`config.mk`:
```
export PLATFORM = sky130hd
export DESIGN_NAME = mul_share_arbiter_flat
export DESIGN_NICKNAME = d
export VERILOG_FILES = /design/src/rtl/mul_share_arbiter_if.sv /design/src/rtl/mul_share_arbiter.sv /design/src/flat_wrapper.sv
export SDC_FILE = /design/constraint.sdc
export NUM_CORES = 1
export LEC_CHECK = 0
export BUFFER_PORTS_ARGS = -buffer_cell sky130_fd_sc_hd__buf_2
export CAP_MARGIN = 20
export CORE_ASPECT_RATIO = 0.8
export CORE_MARGIN = 2
export CORE_UTILIZATION = 49
export CTS_CLUSTER_DIAMETER = 120
export CTS_CLUSTER_SIZE = 20
export DETAILED_ROUTE_END_ITERATION = 8
export GPL_ROUTABILITY_DRIVEN = 0
export GPL_TIMING_DRIVEN = 1
export PLACE_DENSITY = 0.86
export SLEW_MARGIN = 10
export SYNTH_ARGS = -nofsm -noshare
export SYNTH_HDL_FRONTEND = slang
export SYNTH_SLANG_ARGS = --single-unit
```
`constraint.sdc`:
```
create_clock -name clk -period 6.59 [get_ports clk]
set_clock_uncertainty 0.05 [all_clocks]
set_input_delay 0.9885 -clock clk [delete_from_list [all_inputs] [get_ports clk]]
set_output_delay 0.9885 -clock clk [all_outputs]
set_load 0.05 [all_outputs]
```
`src/rtl/mul_share_arbiter_if.sv`:
```
// Request/response handshake bundle between N_REQ requesters and the
// shared-multiplier arbiter. Operand and result lanes are packed per
// requester: slice i = [8*i+7:8*i].
interface mul_share_arbiter_if #(
    parameter int N_REQ = 4
);
    logic [N_REQ-1:0]   req_valid;
    logic [N_REQ-1:0]   req_ready;
    logic [N_REQ*8-1:0] req_multiplicand;
    logic [N_REQ*8-1:0] req_multiplier;
    logic [N_REQ-1:0]   resp_valid;
    logic [N_REQ-1:0]   resp_ready;
    logic [15:0]        resp_result;
    logic               resp_err;

    // Requester side
    modport master (
        output req_valid, req_multiplicand, req_multiplier, resp_ready,
        input  req_ready, resp_valid, resp_result, resp_err
    );

    // Arbiter side
    modport slave (
        input  req_valid, req_multiplicand, req_multiplier, resp_ready,
        output req_ready, resp_valid, resp_result, resp_err
    );
endinterface

```
`src/rtl/mul_share_arbiter.sv`:
```
// mul_share_arbiter: shares one external 8x8 sequential shift-add multiplier
// among N_REQ requesters with round-robin arbitration. The multiplier is
// held in reset while idle and released to start an operation; its {A,Q}
// output is captured on end_op and returned to the granted requester.
// Optional feature macro: MUL_ARB_TIMEOUT_EN adds a RUN-state watchdog that
// returns result 0 with resp_err=1 after TIMEOUT_CYC cycles without end_op.
module mul_share_arbiter #(
    parameter int N_REQ       = 4,
    parameter int TIMEOUT_CYC = 32
) (
    input  logic                       clk,
    input  logic                       rst_n,
    mul_share_arbiter_if.slave         bus,
    output logic [$clog2(N_REQ)-1:0]   grant_id,
    output logic                       busy,
    output logic                       mul_rst,
    output logic [7:0]                 mul_multiplicand,
    output logic [7:0]                 mul_multiplier,
    input  logic [15:0]                mul_result,
    input  logic                       mul_end_op
);

    localparam int PW = $clog2(N_REQ);

    if (N_REQ < 2 || TIMEOUT_CYC < 1) begin : g_param_check
        $error("mul_share_arbiter: N_REQ must be >= 2 and TIMEOUT_CYC >= 1");
    end

    typedef enum logic [1:0] {
        ST_IDLE = 2'd0,
        ST_RUN  = 2'd1,
        ST_RESP = 2'd2
    } state_t;

    state_t             state_q, state_d;
    logic [PW-1:0]      rr_ptr_q, rr_ptr_d;
    logic [PW-1:0]      grant_id_q, grant_id_d;
    logic               mul_rst_q, mul_rst_d;
    logic [7:0]         opb_q, opb_d;
    logic [7:0]         opq_q, opq_d;
    logic [15:0]        result_q, result_d;
    logic [N_REQ-1:0]   resp_valid_q, resp_valid_d;
    logic               busy_q, busy_d;

    logic               win_found_s;
    logic [PW-1:0]      win_idx_s;
    logic [PW-1:0]      win_next_s;
    logic [PW:0]        cand_s;
    logic [PW:0]        next_sum_s;
    logic [7:0]         sel_b_s;
    logic [7:0]         sel_q_s;
    logic [N_REQ-1:0]   req_ready_s;
    logic               resp_fire_s;

`ifdef MUL_ARB_TIMEOUT_EN
    localparam int TW = $clog2(TIMEOUT_CYC + 1);
    logic [TW-1:0]      to_cnt_q, to_cnt_d;
    logic               resp_err_q, resp_err_d;
    logic               expire_s;
`endif

    // One-hot decode of a requester index
    function automatic logic [N_REQ-1:0] onehot(input logic [PW-1:0] idx);
        onehot = {{(N_REQ-1){1'b0}}, 1'b1} << idx;
    endfunction

    // Round-robin search: first valid requester starting at rr_ptr (scan backwards so the lowest offset wins)
    always_comb begin
        win_found_s = 1'b0;
        win_idx_s   = '0;
        cand_s      = '0;
        for (int k = N_REQ - 1; k >= 0; k--) begin
            cand_s = {1'b0, rr_ptr_q} + (PW+1)'(k);
            if (cand_s >= (PW+1)'(N_REQ)) begin
                cand_s = cand_s - (PW+1)'(N_REQ);
            end else begin
                cand_s = cand_s;
            end
            if (bus.req_valid[cand_s[PW-1:0]]) begin
                win_found_s = 1'b1;
                win_idx_s   = cand_s[PW-1:0];
            end else begin
                win_found_s = win_found_s;
            end
        end
    end

    // Pointer value after the winner, wrapping modulo N_REQ
    always_comb begin
        next_sum_s = {1'b0, win_idx_s} + {{PW{1'b0}}, 1'b1};
        if (next_sum_s >= (PW+1)'(N_REQ)) begin
            win_next_s = PW'(next_sum_s - (PW+1)'(N_REQ));
        end else begin
            win_next_s = next_sum_s[PW-1:0];
        end
    end

    // Operand mux for the winning requester
    always_comb begin
        sel_b_s = 8'd0;
        sel_q_s = 8'd0;
        for (int i = 0; i < N_REQ; i++) begin
            if (win_idx_s == PW'(i)) begin
                sel_b_s = bus.req_multiplicand[8*i +: 8];
                sel_q_s = bus.req_multiplier[8*i +: 8];
            end else begin
                sel_b_s = sel_b_s;
            end
        end
    end

    // Combinational accept strobe: only the winner, only while idle
    always_comb begin
        req_ready_s = '0;
        if (state_q == ST_IDLE && win_found_s) begin
            req_ready_s = onehot(win_idx_s);
        end else begin
            req_ready_s = '0;
        end
    end

    assign resp_fire_s = (state_q == ST_RESP) && bus.resp_ready[grant_id_q];

`ifdef MUL_ARB_TIMEOUT_EN
    assign expire_s = (to_cnt_q == TW'(TIMEOUT_CYC - 1));
`endif

    // Next-state and next-output computation for the IDLE/RUN/RESP sequencer
    always_comb begin
        state_d      = state_q;
        rr_ptr_d     = rr_ptr_q;
        grant_id_d   = grant_id_q;
        mul_rst_d    = mul_rst_q;
        opb_d        = opb_q;
        opq_d        = opq_q;
        result_d     = result_q;
        resp_valid_d = resp_valid_q;
        busy_d       = busy_q;
`ifdef MUL_ARB_TIMEOUT_EN
        to_cnt_d     = to_cnt_q;
        resp_err_d   = resp_err_q;
`endif
        case (state_q)
            ST_IDLE: begin
                if (win_found_s) begin
                    opb_d      = sel_b_s;
                    opq_d      = sel_q_s;
                    grant_id_d = win_idx_s;
                    rr_ptr_d   = win_next_s;
                    mul_rst_d  = 1'b0;
                    busy_d     = 1'b1;
                    state_d    = ST_RUN;
`ifdef MUL_ARB_TIMEOUT_EN
                    to_cnt_d   = '0;
`endif
                end else begin
                    state_d = ST_IDLE;
                end
            end
            ST_RUN: begin
                // end_op takes priority over a simultaneous watchdog expiry
                if (mul_end_op) begin
                    result_d     = mul_result;
                    mul_rst_d    = 1'b1;
                    resp_valid_d = onehot(grant_id_q);
                    state_d      = ST_RESP;
`ifdef MUL_ARB_TIMEOUT_EN
                end else if (expire_s) begin
                    result_d     = 16'd0;
                    resp_err_d   = 1'b1;
                    mul_rst_d    = 1'b1;
                    resp_valid_d = onehot(grant_id_q);
                    state_d      = ST_RESP;
                end else begin
                    to_cnt_d = to_cnt_q + TW'(1);
                    state_d  = ST_RUN;
                end
`else
                end else begin
                    state_d = ST_RUN;
                end
`endif
            end
            ST_RESP: begin
                if (resp_fire_s) begin
                    resp_valid_d = '0;
                    busy_d       = 1'b0;
                    state_d      = ST_IDLE;
`ifdef MUL_ARB_TIMEOUT_EN
                    resp_err_d   = 1'b0;
`endif
                end else begin
                    state_d = ST_RESP;
                end
            end
            default: begin
                state_d      = ST_IDLE;
                mul_rst_d    = 1'b1;
                resp_valid_d = '0;
                busy_d       = 1'b0;
            end
        endcase
    end

    // State and registered outputs
    always_ff @(posedge clk or negedge rst_n) begin
        if (!rst_n) begin
            state_q      <= ST_IDLE;
            rr_ptr_q     <= '0;
            grant_id_q   <= '0;
            mul_rst_q    <= 1'b1;
            opb_q        <= 8'd0;
            opq_q        <= 8'd0;
            result_q     <= 16'd0;
            resp_valid_q <= '0;
            busy_q       <= 1'b0;
        end else begin
            state_q      <= state_d;
            rr_ptr_q     <= rr_ptr_d;
            grant_id_q   <= grant_id_d;
            mul_rst_q    <= mul_rst_d;
            opb_q        <= opb_d;
            opq_q        <= opq_d;
            result_q     <= result_d;
            resp_valid_q <= resp_valid_d;
            busy_q       <= busy_d;
        end
    end

`ifdef MUL_ARB_TIMEOUT_EN
    // Watchdog counter and error flag
    always_ff @(posedge clk or negedge rst_n) begin
        if (!rst_n) begin
            to_cnt_q   <= '0;
            resp_err_q <= 1'b0;
        end else begin
            to_cnt_q   <= to_cnt_d;
            resp_err_q <= resp_err_d;
        end
    end

    assign bus.resp_err = resp_err_q;
`else
    assign bus.resp_err = 1'b0;
`endif

    assign bus.req_ready    = req_ready_s;
    assign bus.resp_valid   = resp_valid_q;
    assign bus.resp_result  = result_q;
    assign grant_id         = grant_id_q;
    assign busy             = busy_q;
    assign mul_rst          = mul_rst_q;
    assign mul_multiplicand = opb_q;
    assign mul_multiplier   = opq_q;

endmodule

```
`src/flat_wrapper.sv`:
```
// flat-port wrapper written by rule: the top's interface ports become plain ports
module mul_share_arbiter_flat 
#(
    parameter int N_REQ       = 4,
    parameter int TIMEOUT_CYC = 32
)
  (clk, rst_n, grant_id, busy, mul_rst, mul_multiplicand, mul_multiplier, mul_result, mul_end_op, bus_req_valid, bus_req_multiplicand, bus_req_multiplier, bus_resp_ready, bus_req_ready, bus_resp_valid, bus_resp_result, bus_resp_err);
  mul_share_arbiter_if #(.N_REQ(N_REQ)) bus_i ();
  input  logic clk;
  input  logic rst_n;
  output logic [$clog2(N_REQ)-1:0] grant_id;
  output logic busy;
  output logic mul_rst;
  output logic [7:0] mul_multiplicand;
  output logic [7:0] mul_multiplier;
  input  logic [15:0] mul_result;
  input  logic mul_end_op;
  input wire logic [$bits(bus_i.req_valid)-1:0] bus_req_valid;
  input wire logic [$bits(bus_i.req_multiplicand)-1:0] bus_req_multiplicand;
  input wire logic [$bits(bus_i.req_multiplier)-1:0] bus_req_multiplier;
  input wire logic [$bits(bus_i.resp_ready)-1:0] bus_resp_ready;
  output wire logic [$bits(bus_i.req_ready)-1:0] bus_req_ready;
  output wire logic [$bits(bus_i.resp_valid)-1:0] bus_resp_valid;
  output wire logic [$bits(bus_i.resp_result)-1:0] bus_resp_result;
  output wire logic [$bits(bus_i.resp_err)-1:0] bus_resp_err;
  assign bus_i.req_valid = bus_req_valid;
  assign bus_i.req_multiplicand = bus_req_multiplicand;
  assign bus_i.req_multiplier = bus_req_multiplier;
  assign bus_i.resp_ready = bus_resp_ready;
  assign bus_req_ready = bus_i.req_ready;
  assign bus_resp_valid = bus_i.resp_valid;
  assign bus_resp_result = bus_i.resp_result;
  assign bus_resp_err = bus_i.resp_err;
  mul_share_arbiter #(.N_REQ(N_REQ), .TIMEOUT_CYC(TIMEOUT_CYC)) u_core (.clk(clk), .rst_n(rst_n), .bus(bus_i), .grant_id(grant_id), .busy(busy), .mul_rst(mul_rst), .mul_multiplicand(mul_multiplicand), .mul_multiplier(mul_multiplier), .mul_result(mul_result), .mul_end_op(mul_end_op));
endmodule
```
==> flow_summary_export.csv, run 1 <==
group,metric,value,unit
run_status,status,"finished, final reports clean",
synth,synth_xor_area_share,0,%
clocking,tritoncts,"built",
sta,rsz0062_at_grt,"no",
floorplan,die_y,68.8,um
floorplan,num_rows,23,
worst_setup_path,crit_buf_inv,2,
sta,hold_viol,0,
clocking,numCtsBuffers,5,
clocking,ctsResizeCount,0,
clocking,cts_hold_buf,0,
synth,synth_compound_area_share,23.1,%
worst_hold_path,hold_class,"reg2reg",
sta,tightest_slew,0.934,ns
final_layout,fin_area,3330,sq um
worst_setup_path,critical_path.most_common_cell,"buf_2",
sta,slew_violations,0,
route,wl_per_cell,15.1,um
sta,finalSetupViolations,0,
worst_setup_path,slowest_delay,0.73,ns
route,vias,2465,
final_layout,drive_above_1_share,45.3,%
synth,synth_top_family_by_area,"compound AO/OA/AOI/OAI gates",
worst_setup_path,critical_path.top_delay_family,"simple AND/OR/NAND/NOR gates",
final_layout,area.sequential,1100,sq um
floorplan,core_area,5040,sq um
route,via_per_inst,5.55,
synth,syn_avg_cell_area,9.88,sq um
synth,synth.largest_area_cell,"dfrtp_1",
worst_setup_path,cp_max_fo,33,
placement,placed_area,3210,sq um
final_layout,antenna_cells,0,
route,firstDrtPassIters,4,
power,p_int,0.000905,W
clocking,post-cts-setup-buffers,0,
clocking,h-tree-depth,2,
synth,ys_top_cells_by_area,"dfrtp_1, mux2_2, a21oi_1, a221o_1, nand3b_1",
synth,seq_area_frac_synth,42.9,%
floorplan,die_w,85.0,um
global_route,overflow,0,
floorplan,die_area,5840,sq um
global_route,grt_max_degree,45,
sta,relSlewSlack,37.8,%
placement,io_buffers,134,
synth,yosysWarnings,0,
power,seqPwrFrac,26.8,%
sta,finalSetupTns,0,ns
sta,fmax,233,MHz
clocking,clock_path_buffers,2,
final_layout,layout.nets,476,
synth,syn_nets,355,
clocking,clkTransAtPathRegs,0.08,ns
power,p_comb_share,62.5,%
worst_setup_path,crit_required,5.55,ns
synth,synthFlopType,"dfrtp_1",
clocking,worstSkewPairLatency,0.29,ns
final_layout,multi_input_area,1270,sq um
final_layout,utilization,66.0,%
final_layout,final_cell_mix,"buf_2, dfrtp_1, a21oi_1, nand2_1, inv_1",
placement,dp_slack,2.32,ns
route,postRouteWirelength,6690,um
synth,syn_area,2570,sq um
global_route,grt_usage,22.4,%
synth,synth_top_area_share,41.9,%
route,drt_iter0_markers,78,
final_layout,area_growth,29.4,%
synth,ys_async_sr_fraction,100,%
power,peakVddDrop,0.379,mV
worst_setup_path,critPathKind,"in2out",
sta,min_period_over_period,65.1,%
sta,period_needed,4.29,ns
clocking,cts-root-buf,"clkbuf_8",
final_layout,fillers,439,
global_route,antenna_found_initial,0,
worst_setup_path,cp.arrival,3.25,ns
floorplan,ios,136,
power,p_switching,0.00102,W
floorplan,start_util,51.0,%
route,antenna_left,0,
final_layout,final_common_cell,"buf_2",
placement,hpwl,5050,um
worst_setup_path,slowest_stage,"ha_1",
worst_setup_path,end_kind,"primary output",
worst_setup_path,critPathLaunchType,"primary input",
global_route,grt_pass1_wl,10200,um
synth,synth_fa_ha_area_share,1.95,%
route,drcViolationCount,0,
power,leakage,1.63,nW
power,power_density,578,nW/um^2
synth,yosysUniqueCellTypes,47,
sta,setup_slack,2.30,ns
job,max_cap_viol_count,0,
global_route,grt_pass1_vias,2091,
power,swShare,52.9,%
synth,synthCells,260,
synth,synth_edf_count,0,
worst_setup_path,crit_chain,"buf_2 -> nor3b_1 -> or3_1 -> ha_1 -> and3_1 -> buf_2",
synth,yosys.area_share.simple,15.1,%
synth,ys_ff_latch,44,
synth,synthMuxAreaShare,9.10,%
clocking,clock-sinks,44,
power,clkPwrFrac,10.6,%
==> metrics by stage <==
stage | hold slack [ns] | power [W] | std cells
6_report | 0.441 | 0.00192 | 444
5_1_grt | 0.465 | 0.00205 | 444
4_1_cts | 0.446 | 0.00193 | 444
3_5_place_dp | 0.428 | 0.00173 | 436
3_3_place_gp | 0.426 | 0.00169 | 436
2_1_floorplan | 0.487 | 0.00146 | 260
==> final timing paths <==
check / startpoint / endpoint / slack (ns) / cells after the start
setup reg to reg: u_core.rr_ptr_q[1] / u_core.mul_multiplier[5] / 3.69 / 6
hold reg to reg: u_core.bus.resp_valid[0] / u_core.bus.resp_valid[0] / 0.44 / 1
min in group asynchronous: rst_n / u_core.bus.resp_valid[2] / 0.78 / 1
setup / recovery: bus_req_valid[0] / bus_req_ready[1] / 2.30 / 6
hold / removal: u_core.bus.resp_valid[0] / u_core.bus.resp_valid[0] / 0.44 / 1
max in group asynchronous: rst_n / u_core.mul_multiplicand[1] / 5.13 / 1
==> state kept, by name, indices dropped and copies added (netlist names) <==
name,cells
u_core.mul_multiplier,8
u_core.bus.resp_result,16
u_core.mul_multiplicand,8
u_core.mul_rst,1
u_core.busy,1
u_core.grant_id,2
u_core.rr_ptr_q,2
u_core.state_q,2
u_core.bus.resp_valid,4
==> power groups by stage <==
stage          sequential [W]  combinational [W]  clock (W)
3_5_place_dp         0.000522            0.00121          0
4_1_cts              0.000516            0.00121   0.000209
5_1_grt              0.000537            0.00129   0.000223
3_3_place_gp         0.000511            0.00118          0
6_report             0.000516            0.00120   0.000204
2_1_floorplan        0.000923           0.000534          0
==> logic make-up after synthesis <==
group | after synthesis
AO/OA/AOI/OAI | 88
multiplexers | 20
buffers and inverters | 42
flip-flops | 44
AND/OR/NAND/NOR | 61
other | 1
adder cells (fa/ha/maj) | 4
==> per-layer routing <==
layer	track usage, %	share of wire, %	up-vias
met5	0	0	-
met4	8.33	1.3	0
met3	5.36	7.9	11
met2	35.6	47	127
met1	30.0	44	1126
li1	-	-	1201
==> area by class of cell <==
class                      count  share of cell area [%]
inverter                      19                    2.14
clock buffer                   5                    2.07
clock inverter                 3                    1.28
sequential                    44                    33.1
timing repair buffer         137                    20.8
tap                           62                    2.33
multi-input combinational    174                    38.2
==> worst register-to-register path, stage by stage (launching register included) <==
cell and delay (ns):
dfrtp_1 0.45, nor3b_1 0.62, or3_1 0.24, ha_1 0.73
a21oi_1 0.15, a221o_1 0.39, a31oi_1 0.18
==> Yosys cell counts (2+ instances only) <==
master    number
a221o_1       16
a31oi_1       16
buf_6          3
ha_1           4
nor2_1         3
clkbuf_1       8
and4b_1        2
nand3b_1      16
nor3b_1        2
o22ai_1        3
buf_2         10
inv_1         19
and3_1         4
nand2_1       22
o21ai_0        5
nor3_1         2
dfrtp_1       43
a311o_1        2
mux2_2        17
mux2i_1        2
a21oi_1       35
No activity file was read; power rests on OpenSTA's default activity.
==> run 2, diff against run 1 <==
--- a/config.mk
+++ b/config.mk
@@ -5,17 +5,18 @@
 export SDC_FILE = /design/constraint.sdc
 export NUM_CORES = 1
 export LEC_CHECK = 0
+export ABC_AREA = 1
 export BUFFER_PORTS_ARGS = -buffer_cell sky130_fd_sc_hd__buf_2
 export CAP_MARGIN = 20
 export CORE_ASPECT_RATIO = 0.8
 export CORE_MARGIN = 2
-export CORE_UTILIZATION = 49
+export CORE_UTILIZATION = 45
 export CTS_CLUSTER_DIAMETER = 120
 export CTS_CLUSTER_SIZE = 20
 export DETAILED_ROUTE_END_ITERATION = 8
 export GPL_ROUTABILITY_DRIVEN = 0
 export GPL_TIMING_DRIVEN = 1
-export PLACE_DENSITY = 0.86
+export PLACE_DENSITY = 0.8
 export SLEW_MARGIN = 10
 export SYNTH_ARGS = -nofsm -noshare
 export SYNTH_HDL_FRONTEND = slang
==> constraint.sdc (replaced) <==
create_clock -name clk -period 4.4 [get_ports clk]
set_clock_uncertainty 0.05 [all_clocks]
set_input_delay 0.66 -clock clk [delete_from_list [all_inputs] [get_ports clk]]
set_output_delay 0.66 -clock clk [all_outputs]
set_load 0.05 [all_outputs]
==> run 2 against run 1 <==
Against the previous run:
- cell count increased by 19%
- highest routed layer unchanged
- largest cell class unchanged
- routed wire length decreased by 1.7%
- clock-buffer cell count increased by 1
- sequential cell count unchanged
- non-clock buffer count increased by 1
- critical path depth increased by 8
- worst hold slack got worse by 0.20 ns
- synthesized area decreased by 1.3%
- sequential share of layout area decreased by 0.12 points
==> flow_summary_export.csv, run 2 <==
group,metric,value,unit
clocking,ctsResizeCount,0,
global_route,overflow,0,
final_layout,area_growth,31.6,%
route,antenna_left,0,
synth,ys_ff_latch,44,
worst_setup_path,critPathLaunchType,"flop",
sta,min_period_over_period,80.9,%
sta,hold_viol,0,
final_layout,largest_register_ffs,16,
clocking,post-cts-setup-buffers,0,
worst_setup_path,critPathKind,"reg2out",
route,firstDrtPassIters,4,
final_layout,final_cell_mix,"nand2_1, buf_2, dfrtp_1, inv_1",
route,postRouteWirelength,6580,um
placement,io_buffers,134,
clocking,clkTransAtPathRegs,0.08,ns
route,wl_per_cell,12.5,um
synth,syn_area,2540,sq um
floorplan,die_y,71.1,um
global_route,grt_usage,21.9,%
worst_setup_path,slowest_stage,"ha_1",
synth,synthFlopType,"dfrtp_1",
floorplan,ios,136,
sta,tightest_slew,0.770,ns
synth,yosysWarnings,0,
final_layout,layout.nets,543,
global_route,grt_pass1_wl,11100,um
floorplan,core_area,5440,sq um
final_layout,utilization,61.4,%
synth,syn_nets,415,
synth,synth_edf_count,0,
sta,whs,0.244,ns
synth,synthTopCellsByCount,"nand2_1, dfrtp_1, inv_1",
route,drt_iter0_markers,101,
worst_setup_path,slowest_delay,0.56,ns
synth,synthCells,320,
synth,yosysUniqueCellTypes,24,
placement,hpwl,5040,um
clocking,h-tree-depth,2,
synth,synth_top_area_share,42.4,%
worst_setup_path,cp_max_fo,17,
sta,slew_violations,0,
worst_setup_path,crit_buf_inv,5,
sta,relSlewSlack,48.5,%
clocking,worstSkewPairLatency,0.29,ns
final_layout,antenna_cells,0,
global_route,antenna_found_initial,0,
clocking,cts-root-buf,"clkbuf_8",
floorplan,num_rows,24,
worst_setup_path,end_kind,"primary output",
synth,yosysMostFrequentCell,"nand2_1",
run_status,status,"finished, final reports clean",
route,drcViolationCount,0,
worst_hold_path,hold_class,"in2async",
sta,fmax,281,MHz
floorplan,die_area,6260,sq um
worst_setup_path,crit_chain,"inv_6 -> nand2_1 -> nand2_1 -> nand2_1 -> nand2_1 -> inv_1 -> nand2_1 -> nand3_1 -> nand2_1 -> ha_1 -> inv_1 -> buf_4 -> nor2_1 -> buf_2",
final_layout,fillers,497,
clocking,numCtsBuffers,5,
final_layout,final_common_cell,"nand2_1",
worst_setup_path,crit_required,3.69,ns
synth,ys_top_cells_by_area,"dfrtp_1, nand2_1, mux2_2, o211ai_1, a21oi_1",
job,max_cap_viol_count,0,
floorplan,die_w,87.9,um
clocking,tritoncts,"built",
clocking,cts_hold_buf,0,
sta,finalSetupViolations,0,
sta,finalSetupTns,0,ns
route,via_per_inst,4.96,
floorplan,start_util,46.7,%
synth,syn_avg_cell_area,7.93,sq um
worst_setup_path,cp.arrival,2.85,ns
clocking,clock-sinks,44,
synth,synth.largest_area_cell,"dfrtp_1",
worst_setup_path,critical_path.most_common_cell,"nand2_1",
final_layout,drive_above_1_share,37.9,%
sta,period_needed,3.56,ns
worst_setup_path,critical_path.top_delay_family,"buffers and inverters",
synth,seq_area_frac_synth,43.5,%
route,vias,2616,
clocking,clock_path_buffers,2,
synth,ys_async_sr_fraction,100,%
global_route,grt_pass1_vias,2608,
global_route,grt_max_degree,45,
sta,rsz0062_at_grt,"no",
[run 2: kinds of logic (layout without fill, tap and decap cells)]
| group | count (synthesis) | in the layout | synth area share [%] |
|---|---|---|---|
| AOI/OAI and AO/OA | 55 | 55 | 12.8 |
| adders and majority gates | 4 | 4 | 1.97 |
| buffers and inverters | 37 | 166 | 7.94 |
| DFF | 44 | 44 | 43.5 |
| muxes | 16 | 16 | 7.10 |
| other | 1 | 1 | 0.148 |
| and+or+nand+nor | 163 | 163 | 26.6 |
[run 2: area by class of cell]
cell class	count	area [sq um]	share of cell area, %
timing repair buffer	138	713	21.4
clock buffer	6	72.6	2.17
tap	78	97.6	2.92
inverter	20	85.1	2.55
sequential	44	1100	33.0
clock inverter	2	35.0	1.05
multi-input combinational	239	1230	36.9
[run 2: path summary, 6_finish.rpt]
| path | start | end | slack, ns | depth (start not counted) |
|---|---|---|---|---|
| worst max register to register | u_core.rr_ptr_q[0] | u_core.mul_multiplicand[7] | 1.61 | 16 |
| min in group clk | u_core.busy | u_core.busy | 0.43 | 2 |
| max in group asynchronous | rst_n | u_core.mul_rst | 3.50 | 2 |
| worst min-delay path | rst_n | u_core.bus.resp_result[8] | 0.24 | 1 |
| worst min register to register | u_core.busy | u_core.busy | 0.43 | 2 |
| worst max-delay path | u_core.rr_ptr_q[0] | bus_req_ready[2] | 0.84 | 14 |
[run 2: through the flow]
step / setup WS [ns] / instances / area (sq um)
after floorplan: 1.17 / 320 / 2540
after global placement: 1.12 / 518 / 3210
after detailed placement: 1.06 / 518 / 3210
after CTS: 0.864 / 526 / 3320
after global routing: 0.601 / 527 / 3340
final: 0.840 / 527 / 3340
[run 2: routing by layer]
layer | up-vias | share of wire (%) | GRT usage, %
met5 | - | 0 | 0
met4 | 0 | 0.49 | 4.27
met3 | 4 | 7.9 | 7.00
met2 | 111 | 50 | 38.0
met1 | 1205 | 42 | 26.9
li1 | 1296 | - | -
Power of run 2 is left out: the tool's default activity adds up to more than one toggle a clock period on the data nets, which glitch-free logic cannot reach.
